[src/rtl/psum_accum_pkg.sv]
// Shared definitions for the partial-sum accumulation path: FSM encoding and
// default datapath widths, reused by the output buffer and the bench.
package psum_accum_pkg;

    localparam int DEF_WIDTH = 16;
    localparam int DEF_CNT_W = 8;

    localparam logic [1:0] ST_IDLE  = 2'd0;
    localparam logic [1:0] ST_ACCUM = 2'd1;
    localparam logic [1:0] ST_DONE  = 2'd2;

    typedef enum logic [1:0] {
        IDLE  = ST_IDLE,
        ACCUM = ST_ACCUM,
        DONE  = ST_DONE
    } psum_state_e;

endpackage

[src/rtl/psum_accum_ctrl_adder.sv]
// Signed_Adder: shared two's-complement adder, modular (wrap-around) result.
module Signed_Adder #(
    parameter int WIDTH = 16
) (
    input  logic signed [WIDTH-1:0] in1,
    input  logic signed [WIDTH-1:0] in2,
    output logic signed [WIDTH-1:0] sum
);

    assign sum = in1 + in2;

endmodule

[src/rtl/psum_accum_ctrl.sv]
// Accumulates a configured number of signed partial sums into one output
// element, tracking sticky signed overflow and handing the result downstream.
module psum_accum_ctrl
    import psum_accum_pkg::*;
#(
    parameter int WIDTH = DEF_WIDTH,
    parameter int CNT_W = DEF_CNT_W
) (
    input  logic                    clk,
    input  logic                    rst_n,
    input  logic                    start,
    input  logic [CNT_W-1:0]        cfg_len,
    input  logic                    clear,
    output logic                    busy,
    input  logic                    in_valid,
    input  logic signed [WIDTH-1:0] in_data,
    output logic                    in_ready,
    output logic                    out_valid,
    output logic signed [WIDTH-1:0] out_data,
    output logic                    out_ovf,
    input  logic                    out_ready
);

    // Signed overflow: operands share a sign and the sum's sign differs.
    function automatic logic add_ovf(input logic signed [WIDTH-1:0] a,
                                     input logic signed [WIDTH-1:0] b,
                                     input logic signed [WIDTH-1:0] s);
        return (a[WIDTH-1] == b[WIDTH-1]) && (s[WIDTH-1] != a[WIDTH-1]);
    endfunction

    logic [1:0]              state;
    logic signed [WIDTH-1:0] acc;
    logic signed [WIDTH-1:0] sum;
    logic [CNT_W-1:0]        cnt;
    logic [CNT_W-1:0]        len_q;
    logic                    ovf;
    logic                    ovf_next;
    logic                    beat;
    logic                    last_beat;

    Signed_Adder #(.WIDTH(WIDTH)) u_adder (
        .in1 (acc),
        .in2 (in_data),
        .sum (sum)
    );

    // Handshake outputs decode straight from state: no path from in_valid/out_ready.
    assign in_ready  = (state == ST_ACCUM);
    assign out_valid = (state == ST_DONE);
    assign busy      = (state == ST_ACCUM) || (state == ST_DONE);

    assign beat      = in_valid && in_ready;
    assign ovf_next  = ovf | add_ovf(acc, in_data, sum);
    assign last_beat = (cnt == len_q - CNT_W'(1));

    always_ff @(posedge clk or negedge rst_n) begin
        if (!rst_n) begin
            state    <= ST_IDLE;
            acc      <= '0;
            cnt      <= '0;
            len_q    <= '0;
            ovf      <= 1'b0;
            out_data <= '0;
            out_ovf  <= 1'b0;
        end else if (clear) begin
            state <= ST_IDLE;
            acc   <= '0;
            cnt   <= '0;
            ovf   <= 1'b0;
        end else begin
            case (state)
                ST_IDLE: begin
                    if (start) begin
                        if (cfg_len != '0) begin
                            len_q <= cfg_len;
                            acc   <= '0;
                            cnt   <= '0;
                            ovf   <= 1'b0;
                            state <= ST_ACCUM;
                        end else begin
                            out_data <= '0;
                            out_ovf  <= 1'b0;
                            state    <= ST_DONE;
                        end
                    end
                end
                ST_ACCUM: begin
                    if (beat) begin
                        acc <= sum;
                        ovf <= ovf_next;
                        // Counter holds on the final beat so it never passes len_q-1.
                        if (last_beat) begin
                            out_data <= sum;
                            out_ovf  <= ovf_next;
                            state    <= ST_DONE;
                        end else begin
                            cnt <= cnt + CNT_W'(1);
                        end
                    end
                end
                ST_DONE: begin
                    if (out_ready) begin
                        state <= ST_IDLE;
                    end
                end
                default: state <= ST_IDLE;
            endcase
        end
    end

endmodule

[config.mk]
export PLATFORM = sky130hd
export DESIGN_NAME = psum_accum_ctrl
export DESIGN_NICKNAME = d
export VERILOG_FILES = /design/src/rtl/psum_accum_pkg.sv /design/src/rtl/psum_accum_ctrl_adder.sv /design/src/rtl/psum_accum_ctrl.sv
export SDC_FILE = /design/constraint.sdc
export NUM_CORES = 1
export LEC_CHECK = 0
export ABC_AREA = 1
export BUFFER_PORTS_ARGS = -buffer_cell sky130_fd_sc_hd__buf_2
export CAP_MARGIN = 20
export CORE_MARGIN = 2
export CORE_UTILIZATION = 45
export CTS_CLUSTER_DIAMETER = 60
export CTS_CLUSTER_SIZE = 25
export DETAILED_ROUTE_END_ITERATION = 12
export PLACE_DENSITY = 0.67
export SLEW_MARGIN = 25
export SYNTH_ARGS = -nofsm -noshare
export SYNTH_HDL_FRONTEND = slang
export SYNTH_SLANG_ARGS = --single-unit
[constraint.sdc]
create_clock -name clk -period 3.9 [get_ports clk]
set_clock_uncertainty 0.1 [all_clocks]
set_input_delay 0.195 -clock clk [delete_from_list [all_inputs] [get_ports clk]]
set_output_delay 0.195 -clock clk [all_outputs]
set_load 0.02 [all_outputs]
-- Word-level counts from Yosys, hierarchy flattened
Cells that the tools add are included.
- add/subtract/negate cells: 3
- eq/ne operators: 15
- multiplexer cells: 33
- bitwise logic cells: 2
- reduce and logical (&&, ||, !) cells: 12
- operator list (kind ; count):
    $mux 16 ; 8
    $pmux 16 s2 ; 2
    $mux 8 ; 5
    $add 16x16->16 ; 1
    $pmux 8 s2 ; 1
    $mux 2 ; 6
    $reduce_and 4->1 ; 3
    $ne 3x2->1 const B ; 3
    $ne 3x3->1 const B ; 3
    $add 8x1->8 const B ; 1
    $eq 8x8->1 ; 1
    $mux 1 ; 8
    $reduce_bool 8->1 ; 1
    $sub 8x1->8 const B ; 1
    $pmux 2 s3 ; 1
    $reduce_and 6->1 ; 1
    $reduce_and 5->1 ; 1
    $ne 2x1->1 const B ; 2
    $ne 2x2->1 const B ; 2
    $pmux 1 s2 ; 2
    $reduce_bool 3->1 ; 1
    $eq 2x1->1 const B ; 1
    $eq 2x2->1 const B ; 1
    $logic_and 1x1->1 ; 2
    7 further kinds ; 7
- register bits: 52
- logic and storage cells: 72

-- Longest topological paths before layout
- depth in word-level cells: 7
- gate-level depth with buffers: 15
- depth with buffers taken out: 14

-- Cells and area by module
Synthesis repeated with hierarchy kept, for this count alone.
- cells, all modules: 561
- area, all modules: 3796.1 sq um
- modules (own cells, without submodules) (module ; times used ; cells each ; area an instance (sq um) ; sequential area each (sq um)):
    psum_accum_ctrl ; 1 ; 385 ; 2865.2 ; 1301.2
    Signed_Adder ; 1 ; 176 ; 930.9 ; 0.0

-- Least setup slack after synthesis
Ideal clock, no wire load.
- kind: flip-flop to flip-flop
- start point: register state[1]
- end point: register out_data[3]
- arrival: 1.822 ns
- setup slack: 1.859 ns
- stages on the path, launching flop included: 11
- buffers on the path: 1
- period minus slack after synthesis: 2.041 ns
- path through: dfrtp_1 -> inv_1 -> ha_1 -> inv_2 -> a21oi_2 -> nand2_1 -> nor2_2 -> nand2_4 -> buf_6 -> nand2_1 -> o21ai_2
- cells in the longest elaborated chain, start to end: 4
- elaborated cells on any way between the ends: 10
- RTL lines (item ; RTL line ; source):
    from (decl) ; psum_accum_ctrl.sv:31 ; logic [1:0] state;
    from (signal assigned) ; psum_accum_ctrl.sv:58 ; state <= ST_IDLE;
    from (signal assigned) ; psum_accum_ctrl.sv:66 ; state <= ST_IDLE;
    from (signal assigned) ; psum_accum_ctrl.sv:79 ; state <= ST_ACCUM;
    $eq 2x1->1 (*) ; psum_accum_ctrl.sv:48 ; assign in_ready = (state == ST_ACCUM);
    named net in_ready ; psum_accum_ctrl.sv:17 ; output logic in_ready,
    $logic_and 1x1->1 ; psum_accum_ctrl.sv:52 ; assign beat = in_valid && in_ready;
    $ne 2x1->1 (no line) ; - ;
    $reduce_and 6->1 (no line) ; - ;
    to (signal assigned) ; psum_accum_ctrl.sv:93 ; out_data <= sum;
    to (decl) ; psum_accum_ctrl.sv:19 ; output logic signed [WIDTH-1:0] out_data,
The timed path passes the listed nets; every way through them passes the cells marked *.
A chain may end at the register's enable or synchronous reset.

-- Worst setup path in the final report
- start point: register state[1]
- end point: register ovf
- cells in the longest elaborated chain, start to end: 4
- elaborated cells on any way between the ends: 10
- RTL lines (item ; RTL line ; source):
    $eq 2x1->1 ; psum_accum_ctrl.sv:48, psum_accum_ctrl.sv:71 ;
    $logic_and 1x1->1 ; psum_accum_ctrl.sv:52 ;
    $ne 3x2->1 (no line) ; - ;
    $reduce_and 4->1 (no line) ; - ;
    to (signal assigned) ; psum_accum_ctrl.sv:90 ; ovf <= ovf_next;
    to (decl) ; psum_accum_ctrl.sv:36 ; logic ovf;
Parallel ways exist; a longest one is shown, timed or not.

==> key figures <==
Detailed routing
  • Via density: 5.141
  • Post-route ant nets: 0
  • Routed len/inst: 12.91 um
  • DRC viols: 0
  • Final wirelength: between 8000 and 9000 um
  • 1st-pass router iterations: 5
  • Vias: between 3000 and 4000
  • DRT iter0 DRCs: 120

Setup path
  • CP cell instances: inv_1, ha_1, buf_4, inv_2, o22ai_2, a21oi_2, nand2_1, inv_1, nand2_1, inv_1, nand3_1, o21ai_0
  • Cell mode on critical path: inv_1
  • Crit path kind: flip-flop to flip-flop
  • CP Data Arrival Time: 2.62 ns
  • Crit path launch type: flip-flop
  • Crit path capture type: flip-flop
  • Slowest stage cell on the critical path: nand2_1
  • CP max stage delay: 0.42 ns
  • Peak fanout along the critical path: 17
  • Worst Path Required: 4.00 ns
  • FF-to-FF setup slack: 1.38 ns
  • Depth of the most critical reg-to-reg path: 12

Clocking
  • Insertion delay to the later sink of the worst-skew pair: 0.31 ns
  • CTS Buffer Depth: 2
  • H-tree depth: 2
  • # Post-CTS Setup Buffers: 0
  • Num CTS Buffers: 5
  • Clk root buf: clkbuf_8
  • CTS sink cnt: 52
  • Worst-path clk slew: roughly 0.10 ns
  • CTS tree: done

Finish
  • Share of layout cells above drive strength 1: 17.68%
  • Fin cells: 645
  • Final Core Density: 51.78%
  • Most frequent cells in the layout: 154 x nand2_1, 60 x inv_1, 58 x nand3_1, 52 x dfrtp_1, 49 x buf_2
  • Net count, final: about 600
  • Most common cell after layout, fill and taps aside: nand2_1
  • Synth-to-Final Area Change: 11.39%
  • Fill count: roughly 780
  • Antenna diodes: 0

Global route
  • Vias in the first global route: 3183
  • GRT overflow: 0
  • Largest net degree at the start of global routing: 34
  • Global-route wire length before repair: 14460 um
  • Initial antenna violation count: 0
  • Tot GR Track Use: 20.70%

Timing
  • Max Freq: just under 0.4 GHz
  • Final critical-path required period: between 2 and 3 ns
  • Final Hold Vio Count: 0
  • Final worst slack: 1.375 ns
  • RSZ-0062 raised after global routing: no
  • Setup TNS: 0 ns
  • Least-Margin Pin Slew: 0.7821 ns
  • Fin crit share: 64.74%
  • Max-slew headroom: 47.86%
  • Hold_ws: 0.05202 ns
  • Endpoints failing setup: 0
  • Max-slew violations: 0

Floorplan
  • Die area: a little under 0.009 mm^2
  • Die height: approximately 93 um
  • Initial core utilization: between 40% and 50%
  • I/O Pins: 50
  • Std-Cell Rows: 32
  • CORE AREA: 0.007727 mm^2
  • Die W: 93.35 um

Worst hold path
  • Hold Crit Class: input pin to flip-flop
  • Hold depth: 3

Synthesis
  • Mapped cell area: approximately 0.0036 mm^2
  • Mean Syn Cell Area: 7.242 um^2
  • Net count after synthesis: around 550
  • Yosys warns: 0
  • Post-synthesis sequential area ratio: 36.22%
  • Yosys reg bits: 52
  • Post-Syn Instances: 496
  • Netlist cell types: 34

Place
  • Placed cell count: 636
  • GP Congestion: 0.9223
  • Post-Place Worst Slack: between 1 and 1.5 ns
  • PortBufs: 49
  • Final HPWL DP: 6318 um

Run
  • Max_cap viols: 0

Power
  • Total power density per cell area: roughly 590 mW/mm^2
  • Cell leakage power: 0.002151 uW
  • VDD IR max: slightly above 0.3 mV

Status
  • Outcome: complete, no violations
[through the flow]
step / area (um^2) / power, uW
3_3_place_gp: 3897 / 2014
4_1_cts: 4001 / 2366
2_1_floorplan: 3592 / 1740
3_5_place_dp: 3897 / 2037
5_1_grt: 4001 / 2565
6_report: 4001 / 2351
[final cells by class]
type / instances / area (um^2) / area share [%]
inverter: 61 / 229.0 / 5.722
multi-input combinational: 370 / 1979 / 49.47
clock inverter: 1 / 7.507 / 0.1876
timing repair buffer: 52 / 270.3 / 6.754
sequential: 52 / 1301 / 32.52
tap: 102 / 127.6 / 3.189
clock buffer: 7 / 86.33 / 2.158
[cells by family (layout without fill, tap and decap cells)]
| logic type | count (synthesis) | in the layout | share of synthesized area (%) |
|---|---|---|---|
| AO/OA/AOI/OAI | 72 | 72 | 12.71 |
| XOR/XNOR | 7 | 7 | 1.707 |
| adder cells (fa/ha/maj) | 21 | 21 | 7.524 |
| buffers and inverters | 74 | 121 | 8.673 |
| flip-flops | 52 | 52 | 36.22 |
| AND/OR/NAND/NOR | 270 | 270 | 33.16 |
[worst paths after layout]
| check | from | end |
|---|---|---|
| max | state[1] | ovf |
| min | cfg_len[5] | len_q[5] |
| max reg2reg | state[1] | ovf |
| min reg2reg | out_data[0] | out_data[0] |
| max in group asynchronous | rst_n | acc[2] |
| min in group asynchronous | rst_n | out_data[10] |
[metal layers]
layer / part of all wire (%) / wire length, um / global-route usage, % / vias to the layer above
li1: - / - / - / 1697
met1: 45 / 3760 / 27.19 / 1541
met2: 49 / 4073 / 35.85 / 71
met3: 4.9 / 408 / 2.820 / 7
met4: 1.0 / 86 / 5.515 / 0
met5: 0 / 0 / 0 / -
[sequential cells by signal, indices dropped and copies added, names as in the netlist]
name,cells
ovf,1
len_q,8
cnt,8
out_ovf,1
state,2
acc,16
out_data,16
[synth_stat cells, drive strengths merged]
cell type,number,area share [%]
nand2,161,18
inv,61,6.4
nand3,58,8.1
dfrtp,52,36
o21ai,49,8.9
nor2,28,3.4
ha,20,7.0
a21oi,18,2.6
clkbuf,7,0.77
buf,6,1.5
nor3,6,0.84
nand4,5,0.87
nand3b,4,0.84
nor4,4,0.70
xnor2,4,0.98
or2,3,0.52
xor2,3,0.73
a21boi,1,0.21
a21o,1,0.21
and3,1,0.17
fa,1,0.56
o21a,1,0.21
o21bai,1,0.21
o22ai,1,0.35
[power by group]
group          internal (uW)  leakage (uW)  total (uW)  switching [uW]
logic                    402       0.00140        1210             806
registers                690      0.000705         815             125
clock network            145     0.0000445         329             184
total                   1240       0.00215        2350            1110
[worst max-delay path, delay by kind of cell (launching register included)]
family	cells	cell delay (ns)
simple gates	3	0.64
compound gates	3	0.36
fa+ha+maj	1	0.14
flops	1	0.41
buf+inv	5	0.74
[what timing repair did]
item | CTS | global route
resized for setup | 0 | 0
hold buffers | 1 | 0
endpoints found under the hold margin | 32 | 0
No activity file was read; power rests on OpenSTA's default activity.
